<file path="config.mk">
export PLATFORM = sky130hd
export DESIGN_NAME = fio_loader_flat
export DESIGN_NICKNAME = d
export VERILOG_FILES = /design/src/rtl/fio_loader_if.sv /design/src/rtl/fio_loader.sv /design/src/flat_wrapper.sv
export SDC_FILE = /design/constraint.sdc
export NUM_CORES = 2
export LEC_CHECK = 0
export CORE_AREA = 2 2 282 284
export CTS_BUF_LIST = sky130_fd_sc_hd__clkbuf_4 sky130_fd_sc_hd__clkbuf_8 sky130_fd_sc_hd__clkbuf_16
export DETAILED_ROUTE_END_ITERATION = 10
export DIE_AREA = 0 0 284 286
export PLACE_DENSITY = 0.79
export SYNTH_ARGS = -nofsm -noshare
export SYNTH_HDL_FRONTEND = slang
export SYNTH_SLANG_ARGS = --single-unit
</file>
<file path="constraint.sdc">
create_clock -name clk -period 36.9 [get_ports clk]
set_input_delay 3.69 -clock clk [delete_from_list [all_inputs] [get_ports clk]]
set_output_delay 3.69 -clock clk [all_outputs]
set_load 0.01 [all_outputs]
</file>
<file path="src/rtl/fio_loader_if.sv">
// Host-side streams of the FileIO loader.
//   in_valid/in_ready/in_data    : 32-bit command+data words from the host
//   out_valid/out_ready/out_data : 32-bit response words to the host
// master = host side, slave = loader side.
interface fio_loader_if;
    logic        in_valid;
    logic        in_ready;
    logic [31:0] in_data;
    logic        out_valid;
    logic        out_ready;
    logic [31:0] out_data;

    modport master (
        output in_valid, in_data, out_ready,
        input  in_ready, out_valid, out_data
    );

    modport slave (
        input  in_valid, in_data, out_ready,
        output in_ready, out_valid, out_data
    );
endinterface

</file>
<file path="src/rtl/fio_loader.sv">
// FileIO sequencer for gpu_top_checking. Decodes a 32-bit host word stream
// (header op[31:28] base[25:16] cnt[9:0], N = cnt+1) into TM / ICache / MEM /
// latency-table writes, runs the GPU and reports its cycle count, and dumps
// MEM lines back as 32-bit words, MSB word first.
// Ports:
//   clk, rst             : clock, asynchronous active-high reset
//   bus                  : host in/out streams (fio_loader_if.slave)
//   busy, cmd_err        : not idle; sticky unknown-opcode flag
//   *_FIO_TM / *_TM_FIO  : task-manager write, start, clear, finished
//   FileIO_*_ICache      : instruction-cache write port
//   FIO_MEMWRITE/ADDR/WRITE_DATA/READ_DATA : data-memory port
//   FIO_CACHE_*          : cache-latency table write port
module fio_loader #(
    parameter int unsigned mem_depth      = 256,
    parameter int unsigned shmem_depth    = 256,
    parameter int unsigned addr_width     = $clog2(mem_depth + shmem_depth),
    parameter int unsigned mem_addr_width = $clog2(mem_depth),
    parameter int unsigned MEM_RD_LAT     = 1
) (
    input  logic                      clk,
    input  logic                      rst,
    fio_loader_if.slave               bus,
    output logic                      busy,
    output logic                      cmd_err,
    output logic                      Write_Enable_FIO_TM,
    output logic [28:0]               Write_Data_FIO_TM,
    output logic                      start_FIO_TM,
    output logic                      clear_FIO_TM,
    input  logic                      finished_TM_FIO,
    output logic                      FileIO_Wen_ICache,
    output logic [9:0]                FileIO_Addr_ICache,
    output logic [31:0]               FileIO_Din_ICache,
    input  logic [31:0]               FileIO_Dout_ICache,
    output logic                      FIO_MEMWRITE,
    output logic [addr_width-1:0]     FIO_ADDR,
    output logic [255:0]              FIO_WRITE_DATA,
    input  logic [255:0]              FIO_READ_DATA,
    output logic                      FIO_CACHE_LAT_WRITE,
    output logic [4:0]                FIO_CACHE_LAT_VALUE,
    output logic [mem_addr_width-1:0] FIO_CACHE_MEM_ADDR
);
    localparam int unsigned LatW = $clog2(MEM_RD_LAT + 1) + 1;

    typedef enum logic [3:0] {
        StIdle, StTmWr, StIcWr, StMemCol, StMemWr, StEmuWr,
        StRun, StDumpRd, StDumpWait, StDumpOut
    } state_e;

    state_e          state_q, state_d;
    logic [9:0]      base_q, cnt_q, k_q;
    logic [2:0]      word_q;
    logic [LatW-1:0] lat_q;
    logic [223:0]    col_q;
    logic [255:0]    dump_q;
    logic [31:0]     run_cnt_q, res_q;
    logic            done_q;

    logic        acc, out_fire, last;
    logic [3:0]  op;
    logic [31:0] addr_k, addr_n, hdr_base;
    logic        unused;

    assign op       = bus.in_data[31:28];
    assign acc      = bus.in_valid && bus.in_ready;
    assign out_fire = bus.out_valid && bus.out_ready;
    assign last     = (k_q == cnt_q);
    // Wide sums; each port takes its own low bits, which gives the address wrap.
    assign addr_k   = 32'(base_q) + 32'(k_q);
    assign addr_n   = addr_k + 32'd1;
    assign hdr_base = 32'(bus.in_data[25:16]);
    assign unused   = ^{FileIO_Dout_ICache, addr_k, addr_n, hdr_base};

    // State register
    always_ff @(posedge clk or posedge rst) begin
        if (rst) state_q <= StIdle;
        else     state_q <= state_d;
    end

    // Next state
    always_comb begin
        state_d = state_q;
        unique case (state_q)
            StIdle: begin
                if (acc) begin
                    case (op)
                        4'd0:    state_d = StTmWr;
                        4'd1:    state_d = StIcWr;
                        4'd2:    state_d = StMemCol;
                        4'd3:    state_d = StEmuWr;
                        4'd4:    state_d = StRun;
                        4'd5:    state_d = StDumpRd;
                        default: state_d = StIdle;
                    endcase
                end
            end
            StTmWr, StIcWr, StEmuWr: if (acc && last) state_d = StIdle;
            StMemCol:   if (acc && word_q == 3'd7) state_d = StMemWr;
            StMemWr:    state_d = last ? StIdle : StMemCol;
            StRun:      if (done_q && bus.out_ready) state_d = StIdle;
            StDumpRd:   state_d = (MEM_RD_LAT == 0) ? StDumpOut : StDumpWait;
            StDumpWait: if (lat_q == LatW'(MEM_RD_LAT)) state_d = StDumpOut;
            StDumpOut:  if (out_fire && word_q == 3'd7) state_d = last ? StIdle : StDumpRd;
            default:    state_d = StIdle;
        endcase
    end

    // Stream outputs
    always_comb begin
        bus.in_ready  = 1'b0;
        bus.out_valid = 1'b0;
        bus.out_data  = res_q;
        busy          = (state_q != StIdle);
        unique case (state_q)
            StIdle, StTmWr, StIcWr, StEmuWr, StMemCol: bus.in_ready = !rst;
            StRun: bus.out_valid = done_q;
            StDumpOut: begin
                bus.out_valid = 1'b1;
                bus.out_data  = dump_q[255:224];
            end
            default: ;
        endcase
    end

    // Datapath, registered strobes and counters
    always_ff @(posedge clk or posedge rst) begin
        if (rst) begin
            base_q <= '0; cnt_q <= '0; k_q <= '0; word_q <= '0; lat_q <= '0;
            col_q <= '0; dump_q <= '0; run_cnt_q <= '0; res_q <= '0; done_q <= 1'b0;
            cmd_err <= 1'b0;
            Write_Enable_FIO_TM <= 1'b0; Write_Data_FIO_TM <= '0;
            start_FIO_TM <= 1'b0; clear_FIO_TM <= 1'b0;
            FileIO_Wen_ICache <= 1'b0; FileIO_Addr_ICache <= '0; FileIO_Din_ICache <= '0;
            FIO_MEMWRITE <= 1'b0; FIO_ADDR <= '0; FIO_WRITE_DATA <= '0;
            FIO_CACHE_LAT_WRITE <= 1'b0; FIO_CACHE_LAT_VALUE <= '0; FIO_CACHE_MEM_ADDR <= '0;
        end else begin
            Write_Enable_FIO_TM <= 1'b0;
            FileIO_Wen_ICache   <= 1'b0;
            FIO_MEMWRITE        <= 1'b0;
            FIO_CACHE_LAT_WRITE <= 1'b0;
            clear_FIO_TM        <= 1'b0;
            case (state_q)
                StIdle: begin
                    if (acc) begin
                        base_q <= bus.in_data[25:16];
                        cnt_q  <= bus.in_data[9:0];
                        k_q    <= '0;
                        word_q <= '0;
                        case (op)
                            4'd0, 4'd1, 4'd2, 4'd3: ;
                            4'd4: begin
                                start_FIO_TM <= 1'b1;
                                run_cnt_q    <= '0;
                                done_q       <= 1'b0;
                            end
                            4'd5:    FIO_ADDR <= hdr_base[addr_width-1:0];
                            4'd6:    clear_FIO_TM <= 1'b1;
                            default: cmd_err <= 1'b1;
                        endcase
                    end
                end
                StTmWr: if (acc) begin
                    Write_Enable_FIO_TM <= 1'b1;
                    Write_Data_FIO_TM   <= bus.in_data[28:0];
                    k_q                 <= k_q + 10'd1;
                end
                StIcWr: if (acc) begin
                    FileIO_Wen_ICache  <= 1'b1;
                    FileIO_Addr_ICache <= addr_k[9:0];
                    FileIO_Din_ICache  <= bus.in_data;
                    k_q                <= k_q + 10'd1;
                end
                StEmuWr: if (acc) begin
                    FIO_CACHE_LAT_WRITE <= 1'b1;
                    FIO_CACHE_LAT_VALUE <= bus.in_data[4:0];
                    FIO_CACHE_MEM_ADDR  <= addr_k[mem_addr_width-1:0];
                    k_q                 <= k_q + 10'd1;
                end
                StMemCol: if (acc) begin
                    // First word ends up in the top slot after eight shifts.
                    col_q  <= {col_q[191:0], bus.in_data};
                    word_q <= word_q + 3'd1;
                    if (word_q == 3'd7) begin
                        FIO_MEMWRITE   <= 1'b1;
                        FIO_WRITE_DATA <= {col_q, bus.in_data};
                        FIO_ADDR       <= addr_k[addr_width-1:0];
                    end
                end
                StMemWr: k_q <= k_q + 10'd1;
                StRun: begin
                    if (!done_q) begin
                        if (finished_TM_FIO) begin
                            start_FIO_TM <= 1'b0;
                            done_q       <= 1'b1;
                            res_q        <= run_cnt_q;
                        end else begin
                            run_cnt_q <= run_cnt_q + 32'd1;
                        end
                    end
                end
                StDumpRd: begin
                    if (MEM_RD_LAT == 0) dump_q <= FIO_READ_DATA;
                    else                 lat_q  <= LatW'(1);
                end
                StDumpWait: begin
                    if (lat_q == LatW'(MEM_RD_LAT)) dump_q <= FIO_READ_DATA;
                    else                            lat_q  <= lat_q + LatW'(1);
                end
                StDumpOut: if (out_fire) begin
                    dump_q <= {dump_q[223:0], 32'h0};
                    word_q <= word_q + 3'd1;
                    if (word_q == 3'd7) begin
                        k_q <= k_q + 10'd1;
                        // Next line address goes out only once the last word has left.
                        if (!last) FIO_ADDR <= addr_n[addr_width-1:0];
                    end
                end
                default: ;
            endcase
        end
    end
endmodule

</file>
<file path="src/flat_wrapper.sv">
// flat-port wrapper written by rule: the top's interface ports become plain ports
module fio_loader_flat 
#(
    parameter int unsigned mem_depth      = 256,
    parameter int unsigned shmem_depth    = 256,
    parameter int unsigned addr_width     = $clog2(mem_depth + shmem_depth),
    parameter int unsigned mem_addr_width = $clog2(mem_depth),
    parameter int unsigned MEM_RD_LAT     = 1
)
  (clk, rst, busy, cmd_err, Write_Enable_FIO_TM, Write_Data_FIO_TM, start_FIO_TM, clear_FIO_TM, finished_TM_FIO, FileIO_Wen_ICache, FileIO_Addr_ICache, FileIO_Din_ICache, FileIO_Dout_ICache, FIO_MEMWRITE, FIO_ADDR, FIO_WRITE_DATA, FIO_READ_DATA, FIO_CACHE_LAT_WRITE, FIO_CACHE_LAT_VALUE, FIO_CACHE_MEM_ADDR, bus_in_valid, bus_in_data, bus_out_ready, bus_in_ready, bus_out_valid, bus_out_data);
  fio_loader_if bus_i ();
  input  logic clk;
  input  logic rst;
  output logic busy;
  output logic cmd_err;
  output logic Write_Enable_FIO_TM;
  output logic [28:0] Write_Data_FIO_TM;
  output logic start_FIO_TM;
  output logic clear_FIO_TM;
  input  logic finished_TM_FIO;
  output logic FileIO_Wen_ICache;
  output logic [9:0] FileIO_Addr_ICache;
  output logic [31:0] FileIO_Din_ICache;
  input  logic [31:0] FileIO_Dout_ICache;
  output logic FIO_MEMWRITE;
  output logic [addr_width-1:0] FIO_ADDR;
  output logic [255:0] FIO_WRITE_DATA;
  input  logic [255:0] FIO_READ_DATA;
  output logic FIO_CACHE_LAT_WRITE;
  output logic [4:0] FIO_CACHE_LAT_VALUE;
  output logic [mem_addr_width-1:0] FIO_CACHE_MEM_ADDR;
  input wire logic [$bits(bus_i.in_valid)-1:0] bus_in_valid;
  input wire logic [$bits(bus_i.in_data)-1:0] bus_in_data;
  input wire logic [$bits(bus_i.out_ready)-1:0] bus_out_ready;
  output wire logic [$bits(bus_i.in_ready)-1:0] bus_in_ready;
  output wire logic [$bits(bus_i.out_valid)-1:0] bus_out_valid;
  output wire logic [$bits(bus_i.out_data)-1:0] bus_out_data;
  assign bus_i.in_valid = bus_in_valid;
  assign bus_i.in_data = bus_in_data;
  assign bus_i.out_ready = bus_out_ready;
  assign bus_in_ready = bus_i.in_ready;
  assign bus_out_valid = bus_i.out_valid;
  assign bus_out_data = bus_i.out_data;
  fio_loader #(.mem_depth(mem_depth), .shmem_depth(shmem_depth), .addr_width(addr_width), .mem_addr_width(mem_addr_width), .MEM_RD_LAT(MEM_RD_LAT)) u_core (.clk(clk), .rst(rst), .bus(bus_i), .busy(busy), .cmd_err(cmd_err), .Write_Enable_FIO_TM(Write_Enable_FIO_TM), .Write_Data_FIO_TM(Write_Data_FIO_TM), .start_FIO_TM(start_FIO_TM), .clear_FIO_TM(clear_FIO_TM), .finished_TM_FIO(finished_TM_FIO), .FileIO_Wen_ICache(FileIO_Wen_ICache), .FileIO_Addr_ICache(FileIO_Addr_ICache), .FileIO_Din_ICache(FileIO_Din_ICache), .FileIO_Dout_ICache(FileIO_Dout_ICache), .FIO_MEMWRITE(FIO_MEMWRITE), .FIO_ADDR(FIO_ADDR), .FIO_WRITE_DATA(FIO_WRITE_DATA), .FIO_READ_DATA(FIO_READ_DATA), .FIO_CACHE_LAT_WRITE(FIO_CACHE_LAT_WRITE), .FIO_CACHE_LAT_VALUE(FIO_CACHE_LAT_VALUE), .FIO_CACHE_MEM_ADDR(FIO_CACHE_MEM_ADDR));
endmodule
</file>
==> results.py <==
metrics = {
    "pwr": {
        "internal_power_uw": 2150,
        "swShare_pct": 30.4,
        "power.net_switching_uw": 943,
        "peakVddDrop_mv": 0.0451,
        "power_frac_clock_pct": 33.0,
        "leakage_uw": 0.0242,
        "power_frac_comb_pct": 21.6,
        "pwr-share-seq_pct": 45.5,
        "powerDensity_mw_per_mm2": 62.1,
    },
    "clock_tree": {
        "cts_buffers": 97,
        "postCtsSetupRepairBufs": 0,
        "htreeDepth": 3,
        "clock-sinks": 940,
        "cts_hold_buf": 0,
        "ctsResizeCount": 0,
        "insertion_delay_ns": 0.68,
        "tritoncts": "yes",
        "cts_root_buffer": "clkbuf_16",
        "cts.clk_slew.worst_paths_ns": 0.06,
        "clockBufferDepth": 3,
    },
    "synth": {
        "synth_ff_type": "dfrtp_1",
        "syn_avg_cell_area_um2": 12.2,
        "yosys_warnings": 0,
        "syn_area_mm2": 0.0387,
        "synth-seq-cells": 940,
        "syn_inst": 3178,
        "synth.distinct_cells": 59,
        "synth_seq_area_share_pct": 60.9,
        "synth_fp_nets": 3519,
        "synth_edf_count": 0,
        "async_flop_share_pct": 100,
    },
    "global_routing": {
        "antenna_found_initial": 27,
        "grt_max_degree": 282,
        "overflow": 0,
        "grt_pass1_wl_mm": 163,
        "first_global_vias": 27000,
        "grt_util_all_layers_pct": 26.1,
    },
    "layout": {
        "layout_commonest_cell": "dfrtp_1",
        "fillers": 5958,
        "final_cell_mix": "dfrtp_1 (940), nand2_1 (691), clkdlybuf4s50_1 (683)",
        "syn2layout_area_growth_pct": 29.0,
        "final_nets": 4149,
        "layout-drive-gt1-share_pct": 19.5,
        "design_area_mm2": 0.0499,
        "stdcell_count": 4966,
    },
    "setup_path": {
        "path_max_fanout": 5,
        "path_common_cell": "clkdlybuf4s50_1",
        "crit_type": "primary input to output pin",
        "cp_cell_sequence": "clkdlybuf4s50_1, a211oi_1, clkdlybuf4s50_1",
        "slowest_delay_ns": 0.66,
        "start_kind": "primary input",
        "critPathSlowestCell": "clkdlybuf4s50_1",
        "endpoint_kind": "output pin",
        "cp_data_arrival_time_ns": 5.26,
        "critPathRequiredTime_ns": 33.21,
    },
    "drt": {
        "avgViaCountPerCell": 5.31,
        "drtPass1Iterations": 9,
        "wl_per_cell_um": 21.5,
        "drtAntennaViolNets": 0,
        "num_vias": 26400,
        "wl_mm": 107,
        "drc_errors": 0,
        "drt_iter0_markers": 1932,
    },
    "timing": {
        "fmax_mhz": 112,
        "finalCritPeriodShare_pct": 24.3,
        "setup-tns-final_ns": 0,
        "setup_ws_ns": 27.95,
        "maxSlewHeadroom_pct": 21.7,
        "rsz0062_at_grt": "no",
        "drv_slew": 0,
        "worst_slew_pin_slew_ns": 1.17,
        "finalSetupViolations": 0,
        "fin_skew_ns": 0.0715,
        "timing.final.hold_violations": 0,
        "layout_min_cycle_time_ns": 8.95,
    },
    "placement": {
        "placed_cells": 4759,
        "hpwl_mm": 74.5,
        "globalplace.congestion": 0.869,
        "dp_slack_ns": 27.88,
        "post_dp_cell_area_mm2": 0.0464,
        "io_buffer_count": 683,
    },
    "floorplan": {
        "start_util_pct": 49.3,
        "pin_count": 716,
        "fp.coreArea_mm2": 0.0784,
        "die-width_um": 284,
        "dieArea_mm2": 0.0812,
        "std_cell_rows": 103,
        "die_h_um": 286,
    },
    "job": {
        "drv_cap": 0,
    },
    "run_status": {
        "run_status": "completed",
    },
    "min_path": {
        "worstHoldPathType": "flop to flop",
    },
}
worst max-delay path, delay by kind of cell:
family | cells | cell delay, ns
buf+inv | 2 | 1.26
compound gates | 1 | 0.31
Yosys cell counts (2+ instances only):
master | number | area share [%]
nor3_2 | 2 | 0.052
or3_1 | 10 | 0.16
o21bai_1 | 3 | 0.058
mux2_2 | 527 | 15
mux2i_1 | 227 | 5.9
buf_2 | 60 | 0.78
o21a_1 | 3 | 0.058
a22o_1 | 4 | 0.091
nor2_1 | 56 | 0.54
inv_1 | 16 | 0.16
nor2b_1 | 6 | 0.097
o31ai_1 | 6 | 0.12
inv_2 | 2 | 0.019
a21o_1 | 4 | 0.078
and2_1 | 2 | 0.032
or2_2 | 2 | 0.032
a21oi_1 | 33 | 0.43
nand4_1 | 15 | 0.24
a211oi_1 | 6 | 0.12
o21ai_0 | 303 | 3.9
buf_1 | 10 | 0.097
nor3b_1 | 5 | 0.097
and4_1 | 2 | 0.045
nand3_1 | 16 | 0.21
a222oi_1 | 2 | 0.052
and3_1 | 7 | 0.11
nand2_1 | 693 | 6.7
xnor2_1 | 25 | 0.57
nand2b_1 | 4 | 0.065
dfrtp_1 | 940 | 61
xor2_1 | 25 | 0.57
nor3_1 | 10 | 0.13
ha_1 | 15 | 0.49
clkbuf_1 | 112 | 1.1
power by group through the flow:
stage | clock network (µW) | logic (µW) | registers (µW)
finish | 1020 | 667 | 1410
global route | 1080 | 744 | 1430
CTS | 1040 | 669 | 1410
detailed placement | 0 | 664 | 1420
global placement | 0 | 645 | 1410
floorplan | 0 | 400 | 1390
cell families after synthesis:
kind of cell / count (synthesis) / synth area share (%)
AO/OA/AOI/OAI: 377 / 5.25
XOR/XNOR: 50 / 1.13
adder cells (fa/ha/maj): 16 / 0.537
buffers and inverters: 201 / 2.15
flip-flops: 940 / 60.9
multiplexers: 754 / 21.2
AND/OR/NAND/NOR: 840 / 8.85
sequential cells by signal (all words and copies together) (netlist names), 29 cells and up:
name                      count
u_core.FIO_WRITE_DATA       256
u_core.col_q                224
u_core.FileIO_Din_ICache     32
u_core.Write_Data_FIO_TM     29
u_core.dump_q               256
u_core.run_cnt_q             32
u_core.res_q                 32
layer usage:
layer / wire length, µm / track usage (%) / up-vias
met2: 50800 / 41.4 / 762
met5: 20 / 0 / -
met3: 5860 / 4.70 / 231
met1: 45200 / 34.8 / 13200
met4: 4830 / 12.9 / 4
li1: - / - / 12200
layout make-up:
cell class                 instances  area (µm²)  area share [%]
multi-input combinational       2037       14300            28.8
antenna                           26        65.1           0.130
clock buffer                     152        3000            6.01
sequential                       940       23500            47.2
clock inverter                    29         423           0.848
inverter                          19        78.8           0.158
timing repair buffer             713        7120            14.3
tap                             1050        1310            2.63
final timing paths:
kind                                     start             endpoint  slack (ns)  cells after the start
setup / recovery                           rst         bus_in_ready       27.95                      3
hold / removal             u_core.start_FIO_TM  u_core.start_FIO_TM        0.48                      2
setup reg to reg             u_core.state_q[2]    u_core.dump_q[49]       33.00                      6
hold reg to reg            u_core.start_FIO_TM  u_core.start_FIO_TM        0.48                      2
max in group asynchronous                  rst   u_core.dump_q[215]       28.83                      6
min in group asynchronous                  rst    u_core.state_q[0]        3.82                      2
per-stage QoR:
| step | util (%) | power (µW) | hold slack, ns |
|---|---|---|---|
| 2_1_floorplan | - | 1790 | 0.446 |
| 3_3_place_gp | 59.2 | 2050 | 0.458 |
| 3_5_place_dp | 59.2 | 2090 | 0.461 |
| 4_1_cts | 63.6 | 3110 | 0.477 |
| 5_1_grt | 63.6 | 3260 | 0.493 |
| 6_report | 63.6 | 3100 | 0.475 |
Power figures use the tool's default switching activity.
